===== config.mk =====
export PLATFORM = sky130hd
export DESIGN_NAME = calc_key_seq
export DESIGN_NICKNAME = d
export VERILOG_FILES = /design/src/rtl/calc_key_seq.sv
export SDC_FILE = /design/constraint.sdc
export NUM_CORES = 1
export LEC_CHECK = 0
export BUFFER_PORTS_ARGS = -buffer_cell sky130_fd_sc_hd__buf_2
export CORE_MARGIN = 4
export CORE_UTILIZATION = 60
export DETAILED_ROUTE_END_ITERATION = 8
export PLACE_DENSITY_LB_ADDON = 0.05
export SLEW_MARGIN = 20
export SYNTH_ARGS = -nofsm -noshare
export SYNTH_HDL_FRONTEND = slang
export SYNTH_SLANG_ARGS = --single-unit

===== constraint.sdc =====
create_clock -name clk -period 2.85 [get_ports clk]
set_input_delay 0.7125 -clock clk [delete_from_list [all_inputs] [get_ports clk]]
set_output_delay 0.7125 -clock clk [all_outputs]
set_load 0.02 [all_outputs]

===== src/rtl/calc_key_seq.sv =====
// calc_key_seq: key conditioning and sequencing for the single-digit
// add/subtract display calculator.
//
// Ports:
//   clk, rst           system clock, synchronous active-high reset
//   key3, key2, key0   raw active-low pushbuttons (A+1, B+1, calculate)
//   cal                operation switch, 1 = plus, 0 = minus
//   dig6, dig4         operand A / operand B digit codes (0..9)
//   dig2, dig1         result tens/sign and units codes (10 = blank, 11 = minus)
//   done               one-cycle pulse when a new result is shown
//   state_o            FSM state (EDIT=0, CALC=1, SHOW=2)
//
// Optional feature macro: CALC_LIVE_UPDATE_EN
//   When defined, operand presses and cal changes in SHOW trigger a recompute
//   instead of returning to EDIT.
module calc_key_seq #(
    parameter int unsigned DEB_CYCLES = 16,
    parameter int unsigned DEB_W      = 16
) (
    input  logic       clk,
    input  logic       rst,
    input  logic       key3,
    input  logic       key2,
    input  logic       key0,
    input  logic       cal,
    output logic [3:0] dig6,
    output logic [3:0] dig4,
    output logic [3:0] dig2,
    output logic [3:0] dig1,
    output logic       done,
    output logic [1:0] state_o
);

    localparam int unsigned NKEYS = 3;
    localparam logic [3:0]  BLANK = 4'd10;
    localparam logic [3:0]  MINUS = 4'd11;

    typedef enum logic [1:0] {
        EDIT = 2'd0,
        CALC = 2'd1,
        SHOW = 2'd2
    } state_t;

    // Key vector index: 2 = key3, 1 = key2, 0 = key0
    logic [NKEYS-1:0] keys;
    logic [NKEYS-1:0] sync1;
    logic [NKEYS-1:0] sync2;
    logic [NKEYS-1:0] deb;
    logic [NKEYS-1:0] armed;
    logic [NKEYS-1:0] press;
    logic [DEB_W-1:0] cnt [NKEYS];
    logic [1:0]       warm;

    logic cal_s1;
    logic cal_s2;
    logic op;

    state_t     state;
    state_t     state_nxt;
    logic [3:0] a_nxt;
    logic [3:0] b_nxt;
    logic [3:0] dig2_nxt;
    logic [3:0] dig1_nxt;
    logic       done_nxt;
    logic       op_nxt;
    logic [4:0] sum;

    assign keys    = {key3, key2, key0};
    assign state_o = state;

    function automatic logic [3:0] inc9(input logic [3:0] v);
        return (v == 4'd9) ? 4'd0 : v + 4'd1;
    endfunction

    // Synchronise, debounce and edge-detect the three keys.
    // A key is only armed once it has been seen released after the
    // synchroniser refilled, so a key held through reset yields no press.
    always_ff @(posedge clk) begin
        if (rst) begin
            sync1 <= '1;
            sync2 <= '1;
            deb   <= '1;
            armed <= '0;
            press <= '0;
            warm  <= '0;
            for (int i = 0; i < NKEYS; i++) begin
                cnt[i] <= '0;
            end
        end else begin
            sync1 <= keys;
            sync2 <= sync1;
            warm  <= {warm[0], 1'b1};
            for (int i = 0; i < NKEYS; i++) begin
                press[i] <= 1'b0;
                armed[i] <= armed[i] | (warm[1] & sync2[i] & deb[i]);
                if (sync2[i] == deb[i]) begin
                    cnt[i] <= '0;
                end else if (cnt[i] == DEB_W'(DEB_CYCLES - 1)) begin
                    deb[i]   <= sync2[i];
                    cnt[i]   <= '0;
                    press[i] <= armed[i] & ~sync2[i];
                end else begin
                    cnt[i] <= cnt[i] + DEB_W'(1);
                end
            end
        end
    end

    // Operation switch synchroniser.
    always_ff @(posedge clk) begin
        if (rst) begin
            cal_s1 <= 1'b1;
            cal_s2 <= 1'b1;
        end else begin
            cal_s1 <= cal;
            cal_s2 <= cal_s1;
        end
    end

`ifdef CALC_LIVE_UPDATE_EN
    logic cal_prev;
    logic cal_chg;

    // Detect any change of the synchronised operation switch.
    always_ff @(posedge clk) begin
        if (rst) begin
            cal_prev <= 1'b1;
        end else begin
            cal_prev <= cal_s2;
        end
    end

    assign cal_chg = cal_s2 ^ cal_prev;
`endif

    // State and result registers.
    always_ff @(posedge clk) begin
        if (rst) begin
            state <= EDIT;
            dig6  <= 4'd0;
            dig4  <= 4'd0;
            dig2  <= BLANK;
            dig1  <= BLANK;
            done  <= 1'b0;
            op    <= 1'b1;
        end else begin
            state <= state_nxt;
            dig6  <= a_nxt;
            dig4  <= b_nxt;
            dig2  <= dig2_nxt;
            dig1  <= dig1_nxt;
            done  <= done_nxt;
            op    <= op_nxt;
        end
    end

    // Next-state, operand update and result computation.
    always_comb begin
        state_nxt = state;
        a_nxt     = press[2] ? inc9(dig6) : dig6;
        b_nxt     = press[1] ? inc9(dig4) : dig4;
        dig2_nxt  = dig2;
        dig1_nxt  = dig1;
        done_nxt  = 1'b0;
        op_nxt    = op;
        sum       = 5'({1'b0, dig6}) + 5'({1'b0, dig4});

        case (state)
            EDIT: begin
                if (press[0]) begin
                    state_nxt = CALC;
                    op_nxt    = cal_s2;
                end
            end
            CALC: begin
                state_nxt = SHOW;
                done_nxt  = 1'b1;
                if (op) begin
                    if (sum >= 5'd10) begin
                        dig2_nxt = 4'd1;
                        dig1_nxt = 4'(sum - 5'd10);
                    end else begin
                        dig2_nxt = BLANK;
                        dig1_nxt = 4'(sum);
                    end
                end else if (dig6 >= dig4) begin
                    dig2_nxt = BLANK;
                    dig1_nxt = dig6 - dig4;
                end else begin
                    dig2_nxt = MINUS;
                    dig1_nxt = dig4 - dig6;
                end
            end
            SHOW: begin
`ifdef CALC_LIVE_UPDATE_EN
                if (press[0]) begin
                    state_nxt = CALC;
                    op_nxt    = cal_s2;
                end else if (press[2] | press[1]) begin
                    state_nxt = CALC;
                end else if (cal_chg) begin
                    state_nxt = CALC;
                    op_nxt    = cal_s2;
                end
`else
                if (press[0]) begin
                    state_nxt = CALC;
                    op_nxt    = cal_s2;
                end else if (press[2] | press[1]) begin
                    state_nxt = EDIT;
                    dig2_nxt  = BLANK;
                    dig1_nxt  = BLANK;
                end
`endif
            end
            default: begin
                state_nxt = EDIT;
            end
        endcase
    end

endmodule


==> impl_metrics.toml, run 1 <==
[finish]
fin_cells = 609
drive_gt1_frac = 0.0916
layout_common_cells = "nor2_1 (71), conb_1 (49), edfxtp_1 (48), dfxtp_1 (37), nand2_1 (33)"
seq_area_sq_um = 2180
nNetsFinal = 532
final_common_cell = "nor2_1"
n_fill_cell = 553
utilization = 0.704
insertedDiodeCount = 0
multi_input_area_sq_um = 2190
area_delta_synth_final_pct = 12.6

[die]
die_h_um = 92.8
start_util = 0.625
dieArea_sq_um = 8620
placementRows = 30
core_sq_um = 6910
num_io_pins = 25
die_w_um = 92.8

[synthesis]
synth_flop_cell = "edfxtp_1"
yosys-top-cells-area = "edfxtp_1 (33%), dfxtp_1 (17%), nor2_1 (6.2%)"
synthCells = 438
yosysTopAreaCellShare = 0.334
yosysWarningCount = 0
async_reset_ff_frac = 0
netlist_area_sq_um = 4320
synth-edff-count = 48
synth.avg_cell_area_sq_um = 9.86
ys_seq_area_frac = 0.506
yosysUniqueCellTypes = 42
yosysTopAreaCell = "edfxtp_1"
ys_seq_elements = 85

[placement]
place_congestion = 0.838
io_buffer_count = 23
post-place-cells = 593
dpl.hpwl_mm = 5.49

[sta]
fin_tns_setup_ns = 0
finalHoldViolations = 0
maxSlewHeadroom = 0.660
worst_hold_slack_ns = 0.415
fin_crit_ns = 2.52
drv_slew = 0
fmax_mhz = 397
finalCritPeriodShare = 0.885
worstMarginPinSlew_ns = 0.511
rsz0062_at_grt = "false"
setup_viol = 0
fin_worst_skew_ns = 0.00805

[pwr]
power_w = 0.00226
p_per_area_nw_per_um2 = 465
irDropWorstVdd_uv = 344
leakage_nw = 1.87

[clock_network]
cts_buffers = 9
clock-sinks = 85
cts-htree-levels = 3
hold_buffers = 0
cts_buffer_depth = 2
clk_pin_slew_ns = 0.08
ctsResizeCount = 0
clk-insertion-delay-late_ns = 0.35
root_buffer = "clkbuf_8"
cts_tree = "yes"
postCtsSetupBuffers = 0

[routing]
final_antenna_net_count = 0
drtPass1Iterations = 4
viasPerCell = 5.14
drt_iter0_markers = 96
vias = 3130
wirelength_mm = 7.39
drc = 0
wl_per_cell_um = 12.1

[hold_path]
hold_depth = 1
holdCritPathClass = "reg -> reg"

[global_route]
grt_usage = 0.187
overflow = 0
grt_max_degree = 33
antenna_found_initial = 0
grt_pass1_vias = 2964
grt_pass1_wl_mm = 12.9

[critical_path]
end_kind = "register"
crit_type = "reg -> reg"
crit_path_start_kind = "register"
worstPathRequired_ns = 3.11
r2r_cells = 8
path_max_fanout = 7
critPathArrivalTime_ns = 2.78

[flow_run]
drv_cap = 0

[outcome]
outcome = "finished, final reports clean"
==> worst paths after layout <==
kind,start,end,slack [ns]
max,dig6[0]$_SDFFE_PP0P_,dig1[2]$_SDFFE_PP0P_,0.33
min,sync1[1]$_SDFF_PP1_,sync2[1]$_SDFF_PP1_,0.41
max reg2reg,dig6[0]$_SDFFE_PP0P_,dig1[2]$_SDFFE_PP0P_,0.33
min reg2reg,sync1[1]$_SDFF_PP1_,sync2[1]$_SDFF_PP1_,0.41
==> critical path, cell delays in order, from the launching register on <==
cell and delay (ns):
dfxtp_1 0.38, ha_1 0.26, fa_1 0.42, xor2_1 0.27
ha_1 0.31, o211ai_1 0.12, a31o_1 0.24, and3_4 0.20
o32ai_2 0.24
==> per-stage QoR <==
step                      setup WS [ns]  instance area, sq um
after floorplan                   0.470                  4490
after global placement            0.476                  4680
after detailed placement          0.366                  4680
after CTS                         0.337                  4860
after global routing              0.146                  4860
final                             0.329                  4860
==> registers in the layout, summed over array words and instances (netlist names) <==
signal	flops
cnt	48
dig1	4
dig4	4
dig6	4
armed	3
deb	3
press	3
sync1	3
sync2	3
dig2	2
state_o	2
warm	2
cal_s1	1
cal_s2	1
done	1
op	1
==> metal layers <==
metal  global-route usage  share of wire  up-vias
met5                    0              0        -
met4               0.0562         0.0078        0
met3               0.0487          0.035        4
met2                0.318           0.49       39
met1                0.233           0.46     1473
li1                     -              -     1614
==> final cells by class <==
type                            instances  share of cell area
Multi-Input combinational cell        372               0.451
Sequential cell                        85               0.449
Clock buffer                           14              0.0314
Tap cell                               96              0.0247
Timing Repair Buffer                   23              0.0237
Inverter                               17              0.0131
Clock inverter                          2             0.00695
==> logic make-up (layout without fill, tap and decap cells) <==
kind of cell    Yosys count  after routing  synth area share
fa+ha+maj                18             18            0.0574
buf+inv                  28             56            0.0270
flops                    85             85             0.506
mux                       6              6            0.0139
compound gates           49             49            0.0699
simple gates            203            203             0.229
xor+xnor                 47             47            0.0954
other cells               2             49           0.00174
==> power breakdown <==
part	switching [W]	leakage (nW)	internal (W)	total, W
clock	0.000387	0.0923	0.000428	0.000816
sequential	0.0000365	0.797	0.00133	0.00137
combinational	0.0000455	0.981	0.0000311	0.0000765
==> synth_stat cells, drive strengths merged, types with 6 or more instances <==
cell	number
xor2	27
nor4	11
ha	15
edfxtp	48
o21ai	13
clkbuf	8
nor2	71
dfxtp	37
and3	12
or3	6
or2	9
a21oi	18
nand3	20
a31oi	6
nand2	33
inv	16
nand4	11
nor2b	11
mux2i	6
nor3	9
xnor2	20
No activity file was read; power rests on OpenSTA's default activity.
==> run 2, diff against run 1 <==
CORE_UTILIZATION = 39   (was 60)
==> run 2 against run 1 <==
- global-route usage shrank 5.3 points
- critical path depth is the same
- sequential power is essentially flat
- register-to-register slack gained 0.02 ns
- final area grew 1.8%
- maximum frequency grew 0.74%
- first-iteration DRC count grew 28%
- die area grew 49%
- worst hold slack lost 0.0017 ns
- sequential cell count is the same
- largest power group unchanged
==> impl_metrics.toml, run 2 (synthesis results as in run 1) <==
[routing]
final_antenna_net_count = 0
drt_iter0_markers = 123
drc = 0
wirelength_mm = 7.94
wl_per_cell_um = 12.1
drtPass1Iterations = 4
vias = 3113
viasPerCell = 4.76

[pwr]
irDropWorstVdd_uv = 201
leakage_nw = 1.88
p_per_area_nw_per_um2 = 476

[finish]
drive_gt1_frac = 0.103
final_common_cell = "nor2_1"
n_fill_cell = 1086
largest_register_ffs = 48
nNetsFinal = 533
regMostFlops = "cnt"
area_delta_synth_final_pct = 14.6
insertedDiodeCount = 0
layout_common_cells = "nor2_1 (71), conb_1 (49), edfxtp_1 (48), dfxtp_1 (37), nand2_1 (33)"
final_area_sq_um = 4950

[critical_path]
ff2ff_setup_slack_ns = 0.35
cp_top_family = "adder cells"
end_kind = "register"
critPathArrivalTime_ns = 2.78
r2r_cells = 8
path_buf_inv = 0
worstPathRequired_ns = 3.13
crit_type = "reg -> reg"
critPathMostFrequentCell = "ha_1"
max_stage_delay_ns = 0.42
cp-startpoint = "dig6[0]$_SDFFE_PP0P_"
crit_path_start_kind = "register"
rr_startpoint = "dig6[0]$_SDFFE_PP0P_"
reg2reg_to = "dig1[2]$_SDFFE_PP0P_"
worstPathCellList = "ha_1, fa_1, xor2_1, ha_1, o211ai_1, a31o_1, and3_4, o32ai_2"
path_max_fanout = 7
cp_slowest_cell = "fa_1"

[clock_network]
postCtsSetupBuffers = 0
cts_buffer_depth = 2
clk_pin_slew_ns = 0.09
cts-htree-levels = 3
hold_buffers = 0
clk-insertion-delay-late_ns = 0.36
ctsResizeCount = 0
cts_buffers = 9
cts_tree = "yes"
root_buffer = "clkbuf_8"
clock-sinks = 85

[flow_run]
drv_cap = 0

[hold_path]
min_to = "sync2[0]$_SDFF_PP1_"
hp-start = "sync1[0]$_SDFF_PP1_"
holdCritPathClass = "reg -> reg"
hold_depth = 1

[outcome]
outcome = "finished, final reports clean"

[die]
num_io_pins = 25
dieArea_sq_um = 12800
core_sq_um = 10800
die_h_um = 113
start_util = 0.398
die_w_um = 113
placementRows = 38

[sta]
rsz0062_at_grt = "false"
drv_slew = 0
fmax_mhz = 400
worst_hold_slack_ns = 0.413
finalCritPeriodShare = 0.878
finalHoldViolations = 0
maxSlewHeadroom = 0.654
fin_worst_skew_ns = 0.00751
fin_tns_setup_ns = 0
worstMarginPinSlew_ns = 0.518
setup_viol = 0
fin_crit_ns = 2.50
setup_slack_ns = 0.348

[global_route]
antenna_found_initial = 0
grt_pass1_vias = 2960
overflow = 0
grt_usage = 0.134
grt_pass1_wl_mm = 13.7
grt_max_degree = 18

[placement]
place_ws_ns = 0.364
dpl.hpwl_mm = 5.82
io_buffer_count = 23
place_congestion = 0.813
dpl_cell_area_sq_um = 4740
-- run 2: changes by cell type in the layout (fill, tap and decap cells not counted) --
cell / previous run / this run
clkbuf_8: 10 / 11
buf_4: 0 / 1
clkinv_1: 2 / 1
clkinv_4: 0 / 1
clkinv_2: 0 / 1
clkinvlp_4: 0 / 2
clkbuf_1: 4 / 0
-- run 2: report_power, final --
group / switching (W) / leakage, nW / internal [W]
registers: 0.0000368 / 0.797 / 0.00133
logic: 0.0000463 / 0.986 / 0.0000320
clock network: 0.000456 / 0.102 / 0.000453
total: 0.000539 / 1.88 / 0.00182
-- run 2: cell type report --
class	count	area (sq um)	area share
timing repair buffer	24	123	0.0248
clock inverter	5	58.8	0.0119
inverter	17	63.8	0.0129
clock buffer	11	151	0.0306
multi-input combinational	372	2190	0.443
tap	140	175	0.0354
sequential	85	2180	0.441
-- run 2: metal layers --
layer,vias up,GRT usage,share of wire,routed length (um)
met5,-,0,0,0
met2,28,0.209,0.45,3600
met3,13,0.0251,0.028,224
li1,1623,-,-,-
met4,0,0.0649,0.020,158
met1,1449,0.179,0.50,3960
-- run 2: worst max-delay path by stage --
stage | end | slack (ns) | depth (start not counted)
CTS | dig1[2]$_SDFFE_PP0P_ | 0.34 | 8
global placement | dig1[2]$_SDFFE_PP0P_ | 0.46 | 8
detailed placement | dig1[1]$_SDFFE_PP1P_ | 0.36 | 8
global route | dig2[0]$_SDFFE_PP0P_ | 0.12 | 8
finish | dig1[2]$_SDFFE_PP0P_ | 0.35 | 8
floorplan | dig1[2]$_SDFFE_PP0P_ | 0.47 | 8
-- run 2: metrics by stage --
| step | cells | total power [W] | util |
|---|---|---|---|
| after detailed placement | 638 | 0.00148 | 0.437 |
| after floorplan | 485 | 0.00145 | - |
| final | 654 | 0.00236 | 0.456 |
| after global routing | 654 | 0.00246 | 0.456 |
| after CTS | 654 | 0.00239 | 0.456 |
| after global placement | 638 | 0.00147 | 0.437 |
